<file path="config.mk">
export PLATFORM = sky130hd
export DESIGN_NAME = adder
export DESIGN_NICKNAME = d
export VERILOG_FILES = /design/src/rtl/adder.sv
export SDC_FILE = /design/constraint.sdc
export NUM_CORES = 1
export LEC_CHECK = 0
export ABC_AREA = 0
export CAP_MARGIN = 20
export CORE_MARGIN = 8
export CORE_UTILIZATION = 50
export CTS_CLUSTER_DIAMETER = 40
export DETAILED_ROUTE_END_ITERATION = 10
export PLACE_DENSITY = 0.73
export SYNTH_ARGS = -nofsm -noshare
export SYNTH_HDL_FRONTEND = slang
export SYNTH_SLANG_ARGS = --single-unit
export TNS_END_PERCENT = 5
</file>
<file path="constraint.sdc">
create_clock -name s1_axi_aclk -period 3.2 [get_ports s1_axi_aclk]
set_input_delay 0.64 -clock s1_axi_aclk [delete_from_list [all_inputs] [get_ports s1_axi_aclk]]
set_output_delay 0.64 -clock s1_axi_aclk [all_outputs]
set_load 0.03 [all_outputs]
</file>
<file path="src/rtl/adder.sv">
// AXI4-Lite slave holding two operands and exposing their registered sum and carry-out.
// Every write/read is a single-beat transaction acknowledged one edge after it is accepted.
module adder #(
   parameter int DATA_WIDTH = 32,
   parameter int ADDR_WIDTH = 8
) (
   input  logic                    s1_axi_aclk,
   input  logic                    s1_axi_aresetn,
   input  logic [ADDR_WIDTH-1:0]   s1_axi_awaddr,
   input  logic                    s1_axi_awvalid,
   output logic                    s1_axi_awready,
   input  logic [DATA_WIDTH-1:0]   s1_axi_wdata,
   input  logic [DATA_WIDTH/8:0]   s1_axi_wstrb,
   input  logic                    s1_axi_wvalid,
   output logic                    s1_axi_wready,
   output logic                    s1_axi_bresp,
   output logic                    s1_axi_bvalid,
   input  logic                    s1_axi_bready,
   input  logic [ADDR_WIDTH-1:0]   s1_axi_araddr,
   input  logic                    s1_axi_arvalid,
   output logic                    s1_axi_arready,
   output logic [DATA_WIDTH-1:0]   s1_axi_rdata,
   output logic                    s1_axi_rresp,
   output logic                    s1_axi_rvalid,
   input  logic                    s1_axi_rready
);

   localparam int NLANES = DATA_WIDTH / 8;
   localparam int IDX_W  = ADDR_WIDTH - 2;

   localparam logic [IDX_W-1:0] IDX_OPA   = IDX_W'(0);
   localparam logic [IDX_W-1:0] IDX_OPB   = IDX_W'(1);
   localparam logic [IDX_W-1:0] IDX_SUM   = IDX_W'(6);
   localparam logic [IDX_W-1:0] IDX_CARRY = IDX_W'(7);

   // Replace only the byte lanes whose strobe is set; the extra top strobe bit has no lane.
   function automatic logic [DATA_WIDTH-1:0] merge_lanes(
      input logic [DATA_WIDTH-1:0] cur,
      input logic [DATA_WIDTH-1:0] wd,
      input logic [NLANES:0]       strb
   );
      logic [DATA_WIDTH-1:0] res;
      res = cur;
      for (int i = 0; i < NLANES; i++) begin
         if (strb[i]) res[8*i +: 8] = wd[8*i +: 8];
      end
      return res;
   endfunction

   logic                  rst;
   logic [DATA_WIDTH-1:0] opa_p0;
   logic [DATA_WIDTH-1:0] opb_p0;
   logic [DATA_WIDTH-1:0] sum_p1;
   logic                  carry_p1;

   logic                  wr_accept;
   logic                  rd_accept;
   logic [IDX_W-1:0]      wr_idx;
   logic [IDX_W-1:0]      rd_idx;
   logic                  wr_opa;
   logic                  wr_opb;
   logic [DATA_WIDTH-1:0] rd_val;
   logic                  rd_err;
   logic                  unused_bits;

   assign rst         = s1_axi_aresetn;
   assign unused_bits = ^{s1_axi_awaddr[1:0], s1_axi_araddr[1:0], s1_axi_wstrb[NLANES]};

   assign wr_idx    = s1_axi_awaddr[ADDR_WIDTH-1:2];
   assign rd_idx    = s1_axi_araddr[ADDR_WIDTH-1:2];
   assign wr_opa    = (wr_idx == IDX_OPA);
   assign wr_opb    = (wr_idx == IDX_OPB);
   // awready high during its pulse and a pending response both block a second accept.
   assign wr_accept = s1_axi_awvalid & s1_axi_wvalid & ~s1_axi_awready & ~s1_axi_bvalid;
   assign rd_accept = s1_axi_arvalid & ~s1_axi_arready & ~s1_axi_rvalid;

   always_comb begin
      rd_val = '0;
      rd_err = 1'b0;
      case (rd_idx)
         IDX_OPA:   rd_val = opa_p0;
         IDX_OPB:   rd_val = opb_p0;
         IDX_SUM:   rd_val = sum_p1;
         IDX_CARRY: rd_val = {{(DATA_WIDTH-1){1'b0}}, carry_p1};
         default:   rd_err = 1'b1;
      endcase
   end

   // Stage p0: operand registers and write channel
   always_ff @(posedge s1_axi_aclk) begin
      if (rst) begin
         opa_p0         <= '0;
         opb_p0         <= '0;
         s1_axi_awready <= 1'b0;
         s1_axi_wready  <= 1'b0;
         s1_axi_bvalid  <= 1'b0;
         s1_axi_bresp   <= 1'b0;
      end else begin
         s1_axi_awready <= wr_accept;
         s1_axi_wready  <= wr_accept;
         if (wr_accept) begin
            s1_axi_bvalid <= 1'b1;
            s1_axi_bresp  <= ~(wr_opa | wr_opb);
            if (wr_opa) opa_p0 <= merge_lanes(opa_p0, s1_axi_wdata, s1_axi_wstrb);
            if (wr_opb) opb_p0 <= merge_lanes(opb_p0, s1_axi_wdata, s1_axi_wstrb);
         end else if (s1_axi_bvalid && s1_axi_bready) begin
            s1_axi_bvalid <= 1'b0;
         end
      end
   end

   // Stage p1: registered sum and carry-out
   always_ff @(posedge s1_axi_aclk) begin
      if (rst) begin
         sum_p1   <= '0;
         carry_p1 <= 1'b0;
      end else begin
         {carry_p1, sum_p1} <= {1'b0, opa_p0} + {1'b0, opb_p0};
      end
   end

   // Read channel: data captured on the accept edge and held until taken
   always_ff @(posedge s1_axi_aclk) begin
      if (rst) begin
         s1_axi_arready <= 1'b0;
         s1_axi_rvalid  <= 1'b0;
         s1_axi_rresp   <= 1'b0;
         s1_axi_rdata   <= '0;
      end else begin
         s1_axi_arready <= rd_accept;
         if (rd_accept) begin
            s1_axi_rvalid <= 1'b1;
            s1_axi_rdata  <= rd_val;
            s1_axi_rresp  <= rd_err;
         end else if (s1_axi_rvalid && s1_axi_rready) begin
            s1_axi_rvalid <= 1'b0;
         end
      end
   end

endmodule

</file>
==> metrics.yaml <==
status: "finished, final reports clean"
nFillCells: 1135
cp-start-kind: "flop"
dieArea_mm2: 0.0175
rsz0062_at_grt: "no"
maxSlewViolCount: 0
routedWlPerCell_um: 17.5
holdPathStages: 2
synth_cell_types: 66
final_cell_area_mm2: 0.00838
grt_pass1_wl_um: 29600
clk_latency_ns: 0.42
clockRootBuffer: "clkbuf_16"
io_buffer_count: 93
syn_inst: 766
period_share_pct: 85.1
fin_util_pct: 63.3
cp_max_fo: 4
worstSetupEndpointType: "flop"
grt_pass1_vias: 5865
worstMarginPinSlew_ns: 1.03
reg2reg_depth: 9
ctsHoldBuffers: 0
synth_async_sr_flop_share_pct: 0
die_h_um: 132
avgSynthCellArea_um2: 8.84
start_util_pct: 51.1
leakage_nw: 3.11
clockPowerShare_pct: 48.0
synth-seq-area-share_pct: 39.9
cts_tree: "built"
internal_power_w: 0.00284
post_drt_via_cell_ratio: 5.77
cts_buffer_depth: 2
place.gp.congestion: 0.872
fin_crit_ns: 2.72
peakVddDrop_uv: 278
area_growth_syn_to_layout_pct: 23.8
dp_hpwl_um: 12700
yosys_warnings: 0
dp_cells: 1005
antenna_found_initial: 0
synth_area_mm2: 0.00677
cts_setup_buffers: 0
stdcell_count: 1032
layout_commonest_cell: "nor2_1"
drc_errors: 0
first_pass_iters: 7
placed_cell_area_mm2: 0.00786
nNetsFinal: 941
seqPwrFrac_pct: 46.8
pin_count: 99
grt_usage_pct: 20.6
drtIter0Drc: 558
diodes: 0
rr_endpoint: "sum_p1[30]$_SDFF_PP0_"
setup_violations: 0
synth_fp_nets: 859
cap_violations: 0
p_sw_share_pct: 21.5
r2r_start: "opa_p0[0]$_SDFFE_PP0P_"
die_x_um: 132
final_cell_mix: "nor2_1 (176), dfxtp_1 (135), clkdlybuf4s50_1 (92), a21oi_1 (69), mux2i_1 (64)"
cts_num_sinks: 135
relSlewSlack_pct: 31.0
required_ns: 3.51
routed_wl_um: 18000
core_mm2: 0.0132
clock_skew_ns: 0.00668
grt-ovfl-total: 0
synth_edf_count: 0
min_path_type: "reg2reg"
combinationalPowerShare_pct: 5.2
final.setup.tns_ns: 0
finalHoldViolations: 0
min_from: "s1_axi_rdata[2]$_SDFFE_PP0P_"
crit_arrival_ns: 3.03
htreeDepth: 4
ys_seq_elements: 135
max_freq_mhz: 367
holdPathEnd: "s1_axi_rdata[2]$_SDFFE_PP0P_"
drive_gt1_share_pct: 8.18
power.net_switching_w: 0.000778
ctsResizeCount: 0
grt_max_degree: 88
clk_pin_slew_ns: 0.05
synthFlopType: "dfxtp_1"
criticalPathCategory: "reg2reg"
pwr_density_cell_mw_per_mm2: 432
rows: 42
ant_nets: 0
reg2reg_setup_slack_ns: 0.48
numCtsBuffers: 17
vias: 5958
-- area by class of cell --
cell class / count / area (µm²) / area share (%)
multi-input cells: 577 / 3870 / 46.2
flip-flops and latches: 135 / 2700 / 32.3
repair buffers: 106 / 1030 / 12.2
clock buffers: 23 / 498 / 5.94
well taps: 176 / 220 / 2.63
inverters: 11 / 41.3 / 0.493
clock inverters: 4 / 22.5 / 0.269
-- cells by family (layout without fill, tap and decap cells) --
family | Yosys count | count (layout) | synth area share [%]
mux | 70 | 70 | 10.5
compound gates | 173 | 173 | 17.9
fa+ha+maj | 33 | 33 | 6.21
buf+inv | 54 | 144 | 3.33
flops | 135 | 135 | 39.9
simple gates | 280 | 280 | 19.4
xor+xnor | 21 | 21 | 2.72
-- sequential cells by signal, summed over array words and instances (netlist names) --
name            flops
s1_axi_arready      1
s1_axi_wready       1
s1_axi_bvalid       1
opa_p0             32
s1_axi_rdata       32
s1_axi_rvalid       1
s1_axi_bresp        1
opb_p0             32
sum_p1             32
s1_axi_rresp        1
carry_p1            1
-- metal layers --
metal / global-route usage [%] / wire length [µm] / vias up
met1: 25.8 / 8530 / 2831
met5: 0 / 0 / -
met2: 33.6 / 8240 / 174
li1: - / - / 2926
met3: 4.84 / 904 / 27
met4: 7.70 / 353 / 0
-- power by group through the flow --
stage	Combinational (W)	Clock (W)	Sequential [W]
after floorplan	0.0000707	0	0.00174
after global placement	0.000186	0	0.00173
after detailed placement	0.000189	0	0.00173
after CTS	0.000190	0.00176	0.00169
after global routing	0.000202	0.00184	0.00169
final	0.000189	0.00174	0.00169
-- cell usage after synthesis, types with 3 or more instances --
cell / number / area, µm²
a211o_1: 3 / 26.3
a211oi_1: 6 / 45.0
a21o_1: 12 / 90.1
a21oi_1: 69 / 345
a222oi_1: 31 / 310
a31o_2: 3 / 26.3
and2_1: 6 / 37.5
buf_1: 3 / 11.3
buf_2: 3 / 15.0
clkbuf_1: 34 / 128
dfxtp_1: 135 / 2700
ha_1: 32 / 400
inv_1: 11 / 41.3
mux2_2: 5 / 56.3
mux2i_1: 64 / 641
nand2_1: 37 / 139
nand2b_1: 4 / 25.0
nand3_1: 5 / 25.0
nand4_1: 6 / 37.5
nor2_1: 176 / 661
nor2_4: 4 / 45.0
nor2b_1: 9 / 56.3
nor3_1: 9 / 45.0
nor4_4: 4 / 85.1
o21ai_0: 16 / 80.1
o21bai_1: 7 / 52.6
o22ai_1: 3 / 18.8
or3_1: 3 / 18.8
xnor2_1: 10 / 87.6
xor2_1: 11 / 96.3
-- metrics by stage --
step | hold slack [ns] | power (W) | setup WS, ns
2_1_floorplan | 0.486 | 0.00181 | 0.905
3_3_place_gp | 0.465 | 0.00191 | 0.395
3_5_place_dp | 0.473 | 0.00192 | 0.359
4_1_cts | 0.486 | 0.00365 | 0.474
5_1_grt | 0.501 | 0.00373 | 0.254
6_report | 0.481 | 0.00362 | 0.478
-- worst max-delay path: stages (launching register included) --
cell,delay [ns]
dfxtp_1,0.33
ha_1,0.24
fa_1,0.42
a21oi_1,0.25
o211ai_1,0.22
nand2_1,0.13
a21oi_1,0.11
o21a_1,0.25
a21boi_0,0.29
mux2_2,0.37
-- how the worst max path moves through the flow --
stage                                        from                      end  slack (ns)  cells past startpoint
after CTS                 opa_p0[18]$_SDFFE_PP0P_    sum_p1[31]$_SDFF_PP0_        0.47                      8
after floorplan           opa_p0[18]$_SDFFE_PP0P_    sum_p1[31]$_SDFF_PP0_        0.90                      9
after detailed placement         s1_axi_awaddr[5]  opb_p0[28]$_SDFFE_PP0P_        0.36                      7
final                      opa_p0[0]$_SDFFE_PP0P_    sum_p1[30]$_SDFF_PP0_        0.48                      9
after global placement           s1_axi_awaddr[5]  opb_p0[13]$_SDFFE_PP0P_        0.39                      7
after global routing      opa_p0[18]$_SDFFE_PP0P_    sum_p1[31]$_SDFF_PP0_        0.25                      8
No activity file was read; power rests on OpenSTA's default activity.
